`config.mk`:
```
export PLATFORM = sky130hd
export DESIGN_NAME = ms_stereo_encoder
export DESIGN_NICKNAME = d
export VERILOG_FILES = /design/src/rtl/ms_stereo_encoder_pkg.sv /design/src/rtl/ms_stereo_encoder_butterfly.sv /design/src/rtl/ms_stereo_encoder.sv
export SDC_FILE = /design/constraint.sdc
export NUM_CORES = 1
export LEC_CHECK = 0
export ABC_AREA = 1
export CAP_MARGIN = 20
export CORE_MARGIN = 2
export CORE_UTILIZATION = 61
export CTS_BUF_LIST = sky130_fd_sc_hd__clkbuf_16
export DETAILED_ROUTE_END_ITERATION = 7
export GPL_TIMING_DRIVEN = 0
export PLACE_DENSITY = 0.84
export SLEW_MARGIN = 25
export SYNTH_ARGS = -nofsm -noshare
export SYNTH_HDL_FRONTEND = slang
export SYNTH_SLANG_ARGS = --single-unit
```
`constraint.sdc`:
```
create_clock -name clk -period 10.5 [get_ports clk]
set_clock_uncertainty 0.1 [all_clocks]
set_input_delay 1.575 -clock clk [delete_from_list [all_inputs] [get_ports clk]]
set_output_delay 1.575 -clock clk [all_outputs]
set_load 0.05 [all_outputs]
```
`src/rtl/ms_stereo_encoder_pkg.sv`:
```
// Shared definitions for the mid/side stereo encoder stage.
// Q2.16 constants, header mode encodings, state type and saturation helper.
package ms_stereo_encoder_pkg;

    localparam int GRANULE_LINES = 576;

    localparam logic [17:0] ONE_DIV_SQRT2 = 18'h0B504;

    localparam logic [1:0] MODE_JOINT = 2'b01;

    localparam int MODE_EXT_MS = 1;

    localparam logic signed [17:0] Q216_MAX = 18'sh1FFFF;
    localparam logic signed [17:0] Q216_MIN = 18'sh20000;

    typedef enum logic [2:0] {
        ST_IDLE,
        ST_ANALYZE,
        ST_DECIDE,
        ST_TRANSFORM,
        ST_DONE
    } ms_state_e;

    function automatic logic [17:0] sat_q216(input logic signed [36:0] v);
        if (v > 37'(Q216_MAX)) begin
            return Q216_MAX;
        end
        if (v < 37'(Q216_MIN)) begin
            return Q216_MIN;
        end
        return v[17:0];
    endfunction

endpackage

```
`src/rtl/ms_stereo_encoder_butterfly.sv`:
```
// Combinational mid/side butterfly: sat(K*(L+R)), sat(K*(L-R)) in Q2.16,
// plus the magnitudes |L+R| and |L-R| used for the energy decision.
module ms_butterfly
    import ms_stereo_encoder_pkg::*;
(
    input  logic [17:0] l_i,
    input  logic [17:0] r_i,
    output logic [17:0] mid_o,
    output logic [17:0] side_o,
    output logic [18:0] mid_mag_o,
    output logic [18:0] side_mag_o
);

    logic signed [18:0] sum_w;
    logic signed [18:0] diff_w;
    logic signed [36:0] k_w;
    logic signed [36:0] mid_p;
    logic signed [36:0] side_p;

    // Widen, scale by 1/sqrt(2), drop 16 fraction bits and clamp.
    always_comb begin
        sum_w      = 19'(signed'(l_i)) + 19'(signed'(r_i));
        diff_w     = 19'(signed'(l_i)) - 19'(signed'(r_i));
        k_w        = 37'(ONE_DIV_SQRT2);
        mid_p      = 37'(sum_w) * k_w;
        side_p     = 37'(diff_w) * k_w;
        mid_o      = sat_q216(mid_p >>> 16);
        side_o     = sat_q216(side_p >>> 16);
        mid_mag_o  = sum_w[18] ? -sum_w : sum_w;
        side_mag_o = diff_w[18] ? -diff_w : diff_w;
    end

endmodule

```
`src/rtl/ms_stereo_encoder.sv`:
```
// In-place mid/side stereo encoder over the two granule RAMs.
// MS_ADAPTIVE_EN enables the energy analysis pass; otherwise MS is forced.
module ms_stereo_encoder
    import ms_stereo_encoder_pkg::*;
#(
    parameter int THRESH_SHIFT = 2,
    parameter int LINES        = GRANULE_LINES
) (
    input  logic        clk,
    input  logic        rst,
    output logic [9:0]  granule_ch0_read_addr,
    input  logic [17:0] granule_ch0_read_data,
    output logic        granule_ch0_write_enable,
    output logic [9:0]  granule_ch0_write_addr,
    output logic [17:0] granule_ch0_write_data,
    output logic [9:0]  granule_ch1_read_addr,
    input  logic [17:0] granule_ch1_read_data,
    output logic        granule_ch1_write_enable,
    output logic [9:0]  granule_ch1_write_addr,
    output logic [17:0] granule_ch1_write_data,
    input  logic [1:0]  header_mode,
    output logic [1:0]  mode_extension,
    input  logic        stage_ready,
    output logic        stage_done
);

    localparam logic [9:0] LAST = 10'(LINES);

    ms_state_e   state_q, state_d;
    logic [9:0]  cnt_q, cnt_d;
    logic [1:0]  mode_q, mode_d;
    logic        ms_w;
    logic        we_w;
    logic [17:0] mid_w;
    logic [17:0] side_w;

`ifdef MS_ADAPTIVE_EN
    logic [29:0] side_q, side_d;
    logic [29:0] mid_q, mid_d;
    logic [18:0] mid_mag_w;
    logic [18:0] side_mag_w;
`else
    localparam int unused_thresh_shift = THRESH_SHIFT;
    logic [18:0] unused_mid_mag;
    logic [18:0] unused_side_mag;
`endif

    ms_butterfly u_bfly (
        .l_i        (granule_ch0_read_data),
        .r_i        (granule_ch1_read_data),
        .mid_o      (mid_w),
        .side_o     (side_w),
`ifdef MS_ADAPTIVE_EN
        .mid_mag_o  (mid_mag_w),
        .side_mag_o (side_mag_w)
`else
        .mid_mag_o  (unused_mid_mag),
        .side_mag_o (unused_side_mag)
`endif
    );

    // State, line counter, decision and energy accumulators.
    always_ff @(posedge clk) begin
        if (rst) begin
            state_q <= ST_IDLE;
            cnt_q   <= '0;
            mode_q  <= '0;
`ifdef MS_ADAPTIVE_EN
            side_q  <= '0;
            mid_q   <= '0;
`endif
        end else begin
            state_q <= state_d;
            cnt_q   <= cnt_d;
            mode_q  <= mode_d;
`ifdef MS_ADAPTIVE_EN
            side_q  <= side_d;
            mid_q   <= mid_d;
`endif
        end
    end

    // Next-state, RAM sequencing and handshake outputs.
    always_comb begin
        state_d    = state_q;
        cnt_d      = cnt_q;
        mode_d     = mode_q;
        ms_w       = 1'b0;
        we_w       = 1'b0;
        stage_done = 1'b0;
        granule_ch0_read_addr  = '0;
        granule_ch1_read_addr  = '0;
        granule_ch0_write_addr = '0;
        granule_ch1_write_addr = '0;
`ifdef MS_ADAPTIVE_EN
        side_d     = side_q;
        mid_d      = mid_q;
`endif
        unique case (state_q)
            ST_IDLE: begin
                if (stage_ready) begin
                    cnt_d  = '0;
                    mode_d = '0;
                    if (header_mode == MODE_JOINT) begin
`ifdef MS_ADAPTIVE_EN
                        state_d = ST_ANALYZE;
                        side_d  = '0;
                        mid_d   = '0;
`else
                        state_d = ST_DECIDE;
`endif
                    end else begin
                        state_d = ST_DONE;
                    end
                end
            end
            ST_ANALYZE: begin
                granule_ch0_read_addr = cnt_q;
                granule_ch1_read_addr = cnt_q;
`ifdef MS_ADAPTIVE_EN
                if (cnt_q != '0) begin
                    side_d = side_q + 30'(side_mag_w);
                    mid_d  = mid_q + 30'(mid_mag_w);
                end
`endif
                if (cnt_q == LAST) begin
                    state_d = ST_DECIDE;
                    cnt_d   = '0;
                end else begin
                    cnt_d = cnt_q + 10'd1;
                end
            end
            ST_DECIDE: begin
`ifdef MS_ADAPTIVE_EN
                ms_w = side_q < (mid_q >> THRESH_SHIFT);
`else
                ms_w = 1'b1;
`endif
                mode_d              = '0;
                mode_d[MODE_EXT_MS] = ms_w;
                cnt_d               = '0;
                state_d             = ms_w ? ST_TRANSFORM : ST_DONE;
            end
            ST_TRANSFORM: begin
                granule_ch0_read_addr = cnt_q;
                granule_ch1_read_addr = cnt_q;
                if (cnt_q != '0) begin
                    we_w = 1'b1;
                    granule_ch0_write_addr = cnt_q - 10'd1;
                    granule_ch1_write_addr = cnt_q - 10'd1;
                end
                if (cnt_q == LAST) begin
                    state_d = ST_DONE;
                    cnt_d   = '0;
                end else begin
                    cnt_d = cnt_q + 10'd1;
                end
            end
            ST_DONE: begin
                stage_done = 1'b1;
                state_d    = ST_IDLE;
            end
            default: begin
                state_d = ST_IDLE;
            end
        endcase
        granule_ch0_write_enable = we_w;
        granule_ch1_write_enable = we_w;
        granule_ch0_write_data   = we_w ? mid_w : '0;
        granule_ch1_write_data   = we_w ? side_w : '0;
    end

    assign mode_extension = mode_q;

endmodule
```
==> results.yml, run 1 <==
status:
  status: "finished with violations"
  failed_checks: "negative setup slack"
route:
  vias: 12700
  drt_first_iter_violations: 1112
  detail_route.first_pass.iterations: 6
  drt-total-wl_mm: 41.4
  drcViolationCount: 0
  wl_per_cell_um: 19.4
  vias_per_cell: 5.96
  ant_nets: 0
setup_path:
  end_kind: "output port"
  crit_path_max_fanout: 10
  crit_start: "granule_ch1_read_data[12]"
  critPathMaxStageDelay_ps: 530
  critPathLaunchType: "input pin"
  timing.rr.end: "cnt_q[8]"
  reg2reg_depth: 8
  worst-setup-path-type: "input pin to output port"
  cpMaxStageDelayCell: "clkdlybuf4s50_1"
  reg2reg_slack_ps: 8150
  r2r-start: "cnt_q[0]"
  worstPathRequired_ps: 8830
  arrival_ps: 9070
global_route:
  grt_usage_pct: 30.7
  grt_pass1_wl_mm: 55.1
  antenna_found_initial: 1
  grt_pass1_vias: 11600
  overflow: 0
  grt_max_degree: 21
floorplan:
  ios: 122
  initial_core_util_pct: 62.5
  die_x_um: 148
  die_y_um: 148
  rows: 52
  core_um2: 20400
  dieArea_um2: 22000
layout:
  area_growth_pct: 28.4
  nFillCells: 1254
  drive_above_1_share_pct: 20.3
  nNetsFinal: 2356
timing:
  fmax_ghz: 0.0930
  finalSetupTns_ps: -4160
  fin_crit_ps: 10750
  relSlewSlack_pct: 47.1
  setup_viol: 28
  grt_setup_unrepaired: "true"
  hold_violations: 0
  max_slew.worst_pin.slew_ps: 793
  holdWs_ps: 358
  timing.final.crit_share_pct: 102
  slew_violations: 0
  layout_setup_ws_ps: -249
clocking:
  clkLatencyLatePin_ps: 250
  htree_levels: 1
  clockBufferDepth: 2
  root_buffer: "clkbuf_16"
  numCtsBuffers: 3
  clk_pin_slew_ps: 50
  cts_tree: "built"
  cts.sinks: 14
hold_path:
  hold_end: "mode_extension[1]"
  hold_path_depth: 2
  min_from: "mode_extension[1]"
  hp-class: "flip-flop to flip-flop"
synth:
  async_flop_share_pct: 0
  yosys_warnings: 0
  ys_ff_latch: 14
  syn-num-nets: 2138
  postSynthAreaPerCell_um2: 7.70
  syn-cell-area_um2: 12700
  seq_area_frac_synth_pct: 2.20
  synthCells: 1652
  ys.flop_type: "dfxtp_1"
  yosys.cell_types.count: 57
  synth_edf_count: 0
place:
  preCtsSetupSlack_ps: -1420
  dp_hpwl_mm: 27.4
  place_congestion: 0.931
  io_buffer_count: 120
run:
  maxCapViolations: 0
==> registers in the layout (all words and copies together), names as in the netlist <==
signal,cells
mode_extension,1
state_q,3
cnt_q,10
==> final cells by class <==
class                           instances  area (um2)  area share, %
Timing Repair Buffer                  210        1850           11.3
Antenna cell                            1        2.50         0.0153
Multi-Input combinational cell       1232       12000           73.7
Timing Repair inverter                  1        5.00         0.0306
Inverter                              364        1390           8.49
Clock buffer                            3        75.1          0.459
Buffer                                 44         367           2.24
Tap cell                              270         338           2.07
Sequential cell                        14         280           1.72
==> layout by cell type (no fill, tap or decap), types with 29 or more instances in the layout <==
cell type | synthesis | routed
xor2_1 | 56 | 38
buf_4 | 26 | 123
inv_1 | 354 | 349
a21oi_2 | 11 | 37
ha_1 | 303 | 265
ha_4 | 0 | 32
a21oi_1 | 115 | 84
fa_1 | 142 | 140
o21ai_0 | 38 | 30
clkdlybuf4s50_1 | 0 | 78
nand3_1 | 36 | 29
nand2_1 | 253 | 236
nor2_1 | 121 | 105
==> metal layers <==
metal / vias to the layer above / global-route usage, % / wire [um]
met3: 222 / 4.39 / 3870
met1: 6003 / 41.8 / 15300
li1: 5674 / - / -
met2: 844 / 51.2 / 19700
met4: 0 / 8.48 / 2530
met5: - / 0 / 0
==> worst max path at each step <==
stage | cells past startpoint | slack [ps] | to
CTS | 44 | 1 | granule_ch0_write_data[12]
detailed placement | 37 | -1420 | granule_ch1_write_data[15]
global placement | 37 | -1350 | granule_ch0_write_data[11]
floorplan | 35 | 480 | granule_ch0_write_data[7]
global route | 32 | -420 | granule_ch0_write_data[12]
finish | 31 | -250 | granule_ch0_write_data[11]
==> kinds of logic (layout without fill, tap and decap cells) <==
group | Yosys count | count (layout) | synth area share (%)
adders and majority gates | 445 | 445 | 52.2
and+or+nand+nor | 483 | 484 | 16.2
DFF | 14 | 14 | 2.20
other | 1 | 2 | 0.0295
buffers and inverters | 408 | 622 | 13.4
xor gates and xnor gates | 68 | 69 | 5.07
AOI/OAI and AO/OA | 233 | 233 | 11.0
==> cell usage after synthesis, types with 3 or more instances <==
master / number / area [um2]
a21boi_1: 4 / 30.0
a21o_1: 4 / 30.0
a21oi_1: 115 / 576
a21oi_2: 11 / 96.3
a31oi_1: 10 / 62.6
buf_2: 6 / 30.0
buf_4: 26 / 195
buf_6: 5 / 56.3
clkbuf_1: 6 / 22.5
dfxtp_1: 14 / 280
fa_1: 142 / 2840
ha_1: 303 / 3790
inv_1: 354 / 1330
inv_2: 6 / 22.5
nand2_1: 253 / 950
nand3_1: 36 / 180
nand4_1: 15 / 93.8
nor2_1: 121 / 454
nor3_1: 31 / 155
nor4_1: 9 / 56.3
o21a_1: 14 / 105
o21ai_0: 38 / 190
o21ai_1: 5 / 25.0
o21ai_2: 4 / 35.0
o21bai_1: 8 / 60.1
o221ai_1: 3 / 26.3
o31ai_1: 6 / 45.0
xnor2_1: 7 / 61.3
xor2_1: 56 / 490
xor2_2: 4 / 65.1
==> critical path, delay by kind of cell <==
family	cells	cell delay (ps)
AO/OA/AOI/OAI	8	1610
XOR/XNOR	1	310
AND/OR/NAND/NOR	6	680
buffers and inverters	8	1550
adder cells (fa/ha/maj)	8	3320
==> metrics by stage <==
step           area [um2]  util, %  std cells
6_report            16300     80.2       2139
5_1_grt             16300     80.2       2139
4_1_cts             15000     73.5       2076
3_5_place_dp        14300     70.0       2042
3_3_place_gp        14300     70.0       2042
2_1_floorplan       12700        -       1652
==> repair_timing <==
item	CTS	global route
hold buffers	0	0
hold endpoints to repair	0	0
pin swaps	33	61
endpoints found under the setup margin	36	36
setup buffers	30	58
gates resized for setup	283	183
cloned	1	4
Power of run 1 is left out: the tool's default activity adds up to more than one toggle a clock period on the data nets, which glitch-free logic cannot reach.
==> run 2, diff against run 1 <==
--- a/config.mk
+++ b/config.mk
@@ -8,11 +8,11 @@
 export ABC_AREA = 1
 export CAP_MARGIN = 20
 export CORE_MARGIN = 2
-export CORE_UTILIZATION = 61
+export CORE_UTILIZATION = 50
 export CTS_BUF_LIST = sky130_fd_sc_hd__clkbuf_16
 export DETAILED_ROUTE_END_ITERATION = 7
-export GPL_TIMING_DRIVEN = 0
-export PLACE_DENSITY = 0.84
+export GPL_TIMING_DRIVEN = 1
+export PLACE_DENSITY = 0.71
 export SLEW_MARGIN = 25
 export SYNTH_ARGS = -nofsm -noshare
 export SYNTH_HDL_FRONTEND = slang
==> results.yml, run 2 (synthesis results as in run 1) <==
timing:
  finalSetupTns_ps: 0
  timing.final.crit_share_pct: 97.8
  fmax_ghz: 0.0974
  fin_crit_ps: 10270
  setup_viol: 0
  slew_violations: 0
  relSlewSlack_pct: 28.9
  max_slew.worst_pin.slew_ps: 1070
  hold_violations: 0
layout:
  design_area_um2: 16200
  nNetsFinal: 2334
  largest_reg_flops: 10
  final_common_cell: "inv_1"
  drive_above_1_share_pct: 18.6
  finish.utilization_pct: 64.5
  diodes: 0
  final_cell_mix: "inv_1, ha_1, nand2_1, fa_1, buf_4"
  area_growth_pct: 27.4
  final_cells: 2176
  top_register: "cnt_q"
clocking:
  cts.sinks: 14
  clockBufferDepth: 2
  clk_pin_slew_ps: 40
  cts_tree: "built"
  htree_levels: 1
  root_buffer: "clkbuf_16"
  ctsHoldBuffers: 0
  clkLatencyLatePin_ps: 240
  numCtsBuffers: 3
place:
  dp_hpwl_mm: 27.3
  place_congestion: 0.964
  dp_cells: 2143
  io_buffer_count: 120
  place_area_um2: 14800
floorplan:
  rows: 58
  initial_core_util_pct: 50.7
  ios: 122
  die_x_um: 163
  core_um2: 25100
  dieArea_um2: 26700
  die_y_um: 163
setup_path:
  end_kind: "output port"
  crit_path_max_fanout: 8
  cpMaxStageDelayCell: "fa_1"
  worst-setup-path-type: "input pin to output port"
  arrival_ps: 8600
  worstPathRequired_ps: 8830
  critPathMaxStageDelay_ps: 510
  critPathLaunchType: "input pin"
  reg2reg_slack_ps: 8240
run:
  maxCapViolations: 0
route:
  detail_route.first_pass.iterations: 5
  drt_first_iter_violations: 756
  drcViolationCount: 0
  vias_per_cell: 5.34
  wl_per_cell_um: 15.3
  vias: 11600
  drt-total-wl_mm: 33.3
  ant_nets: 0
global_route:
  grt_pass1_vias: 11100
  grt_usage_pct: 24.2
  overflow: 0
  grt_use_met1_pct: 36.4
  grt_pass1_wl_mm: 53.1
  antenna_found_initial: 0
  grt_max_degree: 46
  grt-busiest-layer: "met2"
  globalRouteMet2Util_pct: 38.5
  gr-usage-met3_pct: 2.49
status:
  status: "completed"
hold_path:
  hp-class: "flip-flop to flip-flop"
==> run 2: cell count changes in the layout (fill, tap and decap cells not counted), sizes merged <==
| cell | delta |
|---|---|
| clkdlybuf4s15 | -2 |
| inv | +1 |
| buf | -11 |
| clkinvlp | -1 |
| dlymetal6s2s | +4 |
| xor2 | -1 |
| clkinv | -1 |
| dlygate4sd2 | -2 |
| nand3 | +3 |
| clkbuf | -11 |
| diode | -1 |
| clkdlybuf4s50 | -1 |
==> run 2: final cells by class <==
cell class,count,area (um2)
tap,330,413
sequential,14,280
timing repair buffer,231,2290
inverter,364,1380
multi-input combinational,1234,11800
fill,2172,8900
clock buffer,3,75.1
==> run 2: worst paths after layout <==
check | from | to | cells past startpoint
worst min-delay path | mode_extension[1] | mode_extension[1] | 2
worst min register to register | mode_extension[1] | mode_extension[1] | 2
worst max register to register | cnt_q[0] | cnt_q[7] | 8
worst max-delay path | granule_ch0_read_data[6] | granule_ch0_write_data[10] | 33
==> run 2: critical path, delay by kind of cell <==
| kind | cells | cell delay (ps) |
|---|---|---|
| simple gates | 6 | 780 |
| buf+inv | 9 | 1440 |
| compound gates | 9 | 1360 |
| fa+ha+maj | 8 | 3260 |
| xor+xnor | 1 | 140 |
==> run 2: per-stage QoR <==
step                hold WS, ps  setup slack, ps
floorplan                   356              481
global placement            350             -180
detailed placement          360             -252
CTS                         366             10.7
global route                404            -74.6
finish                      363              228
==> run 2: timing repair <==
item,CTS,global route
cloned,3,2
pin swaps,12,60
resized for setup,62,132
setup buffers,4,21
setup endpoints to repair,35,36
==> run 2: metal layers <==
layer,share of wire [%],vias to the layer above
met5,0,-
met1,47,5563
met2,45,357
met3,6.2,30
met4,1.2,0
li1,-,5659
Power of run 2 is left out for the same reason.
==> run 3, diff against run 2 <==
--- a/config.mk
+++ b/config.mk
@@ -7,6 +7,7 @@
 export LEC_CHECK = 0
 export ABC_AREA = 1
 export CAP_MARGIN = 20
+export CORE_ASPECT_RATIO = 1.1
 export CORE_MARGIN = 2
 export CORE_UTILIZATION = 50
 export CTS_BUF_LIST = sky130_fd_sc_hd__clkbuf_16
==> results.yml, run 3 (synthesis results as in run 1) <==
status:
  status: "completed"
timing:
  fin_crit_ps: 10290
  max_slew.worst_pin.slew_ps: 1040
  slew_violations: 0
  hold_violations: 0
  layout_setup_ws_ps: 208
  fmax_ghz: 0.0972
  relSlewSlack_pct: 30.9
  timing.final.crit_share_pct: 98.0
  setup_viol: 0
route:
  vias: 11600
  wl_per_cell_um: 15.7
  drt_first_iter_violations: 459
  detail_route.first_pass.iterations: 6
  drt-total-wl_mm: 34.1
  drcViolationCount: 0
  ant_nets: 0
  vias_per_cell: 5.36
clocking:
  clockBufferDepth: 2
  htree_levels: 1
  ctsHoldBuffers: 0
  cts_tree: "built"
  clk_pin_slew_ps: 40
  cts.sinks: 14
  root_buffer: "clkbuf_16"
  numCtsBuffers: 3
  clkLatencyLatePin_ps: 240
place:
  io_buffer_count: 120
  dp_cells: 2133
  preCtsSetupSlack_ps: -226
  place_congestion: 0.993
  place_area_um2: 15000
  dp_hpwl_mm: 28.2
layout:
  nNetsFinal: 2341
  drive_above_1_share_pct: 20.2
  area_growth_pct: 30.0
  design_area_um2: 16500
  final-seq-area_um2: 280
  largest_reg_flops: 10
  nFillCells: 1971
  final_cell_mix: "inv_1, ha_1, nand2_1, fa_1, buf_4"
  final_cells: 2169
  top_register: "cnt_q"
  multi_input_area_um2: 11900
  final_common_cell: "inv_1"
  diodes: 0
floorplan:
  die_y_um: 171
  initial_core_util_pct: 50.7
  rows: 61
  dieArea_um2: 26700
  ios: 122
  core_um2: 25100
  die_x_um: 156
setup_path:
  worst-setup-path-type: "input pin to output port"
  crit_path_max_fanout: 8
  critPathLaunchType: "input pin"
  cpMaxStageDelayCell: "clkdlybuf4s50_1"
  worstPathRequired_ps: 8830
  end_kind: "output port"
  critPathMaxStageDelay_ps: 540
  arrival_ps: 8620
global_route:
  overflow: 0
  grt_pass1_vias: 12000
  grt_pass1_wl_mm: 55.1
  grt_max_degree: 46
  grt_usage_pct: 24.9
  antenna_found_initial: 0
run:
  maxCapViolations: 0
hold_path:
  hp-class: "flip-flop to flip-flop"
==> run 3: cell count changes in the layout (fill, tap and decap cells not counted), moves of 6 or more <==
| cell | delta |
|---|---|
| buf_12 | +13 |
| buf_4 | -8 |
| a21oi_2 | +7 |
| nand2_2 | +6 |
| a21oi_1 | -12 |
==> run 3: worst paths after layout <==
kind | cells past startpoint | end | startpoint | slack (ps)
setup / recovery | 32 | granule_ch0_write_data[12] | granule_ch1_read_data[6] | 210
hold / removal | 2 | mode_extension[1] | mode_extension[1] | 360
setup reg to reg | 8 | cnt_q[4] | cnt_q[0] | 8240
hold reg to reg | 2 | mode_extension[1] | mode_extension[1] | 360
==> run 3: through the flow <==
step | TNS, ps | hold WS, ps | utilization (%)
after floorplan | 0 | 356 | -
after global placement | -3810 | 349 | 59.9
after detailed placement | -6670 | 357 | 59.9
after CTS | -165 | 364 | 61.7
after global routing | -2520 | 392 | 65.8
final | 0 | 361 | 65.8
==> run 3: timing repair <==
action,4_1_cts,5_1_grt
endpoints found under the setup margin,35,36
gates cloned,3,4
gates resized for setup,55,160
buffers inserted,2,23
pin swaps,9,80
==> run 3: layout make-up <==
type	count	area share [%]
multi-input combinational	1235	72.0
timing repair buffer	237	15.2
inverter	364	8.33
tap	315	2.38
sequential	14	1.70
clock buffer	3	0.454
clock inverter	1	0.0227
==> run 3: per-layer routing <==
| layer | vias up | GRT usage (%) | wire length [um] |
|---|---|---|---|
| li1 | 5670 | - | - |
| met1 | 5572 | 29.5 | 13700 |
| met2 | 290 | 49.0 | 18400 |
| met3 | 91 | 1.28 | 865 |
| met4 | 0 | 5.98 | 1100 |
| met5 | - | 0 | 0 |
==> run 3: worst max-delay path: cells and delay by family <==
kind / cells / cell delay (ps)
AO/OA/AOI/OAI: 8 / 1510
XOR/XNOR: 1 / 110
adder cells (fa/ha/maj): 8 / 3160
buffers and inverters: 9 / 1490
AND/OR/NAND/NOR: 6 / 770
Power of run 3 is left out for the same reason.
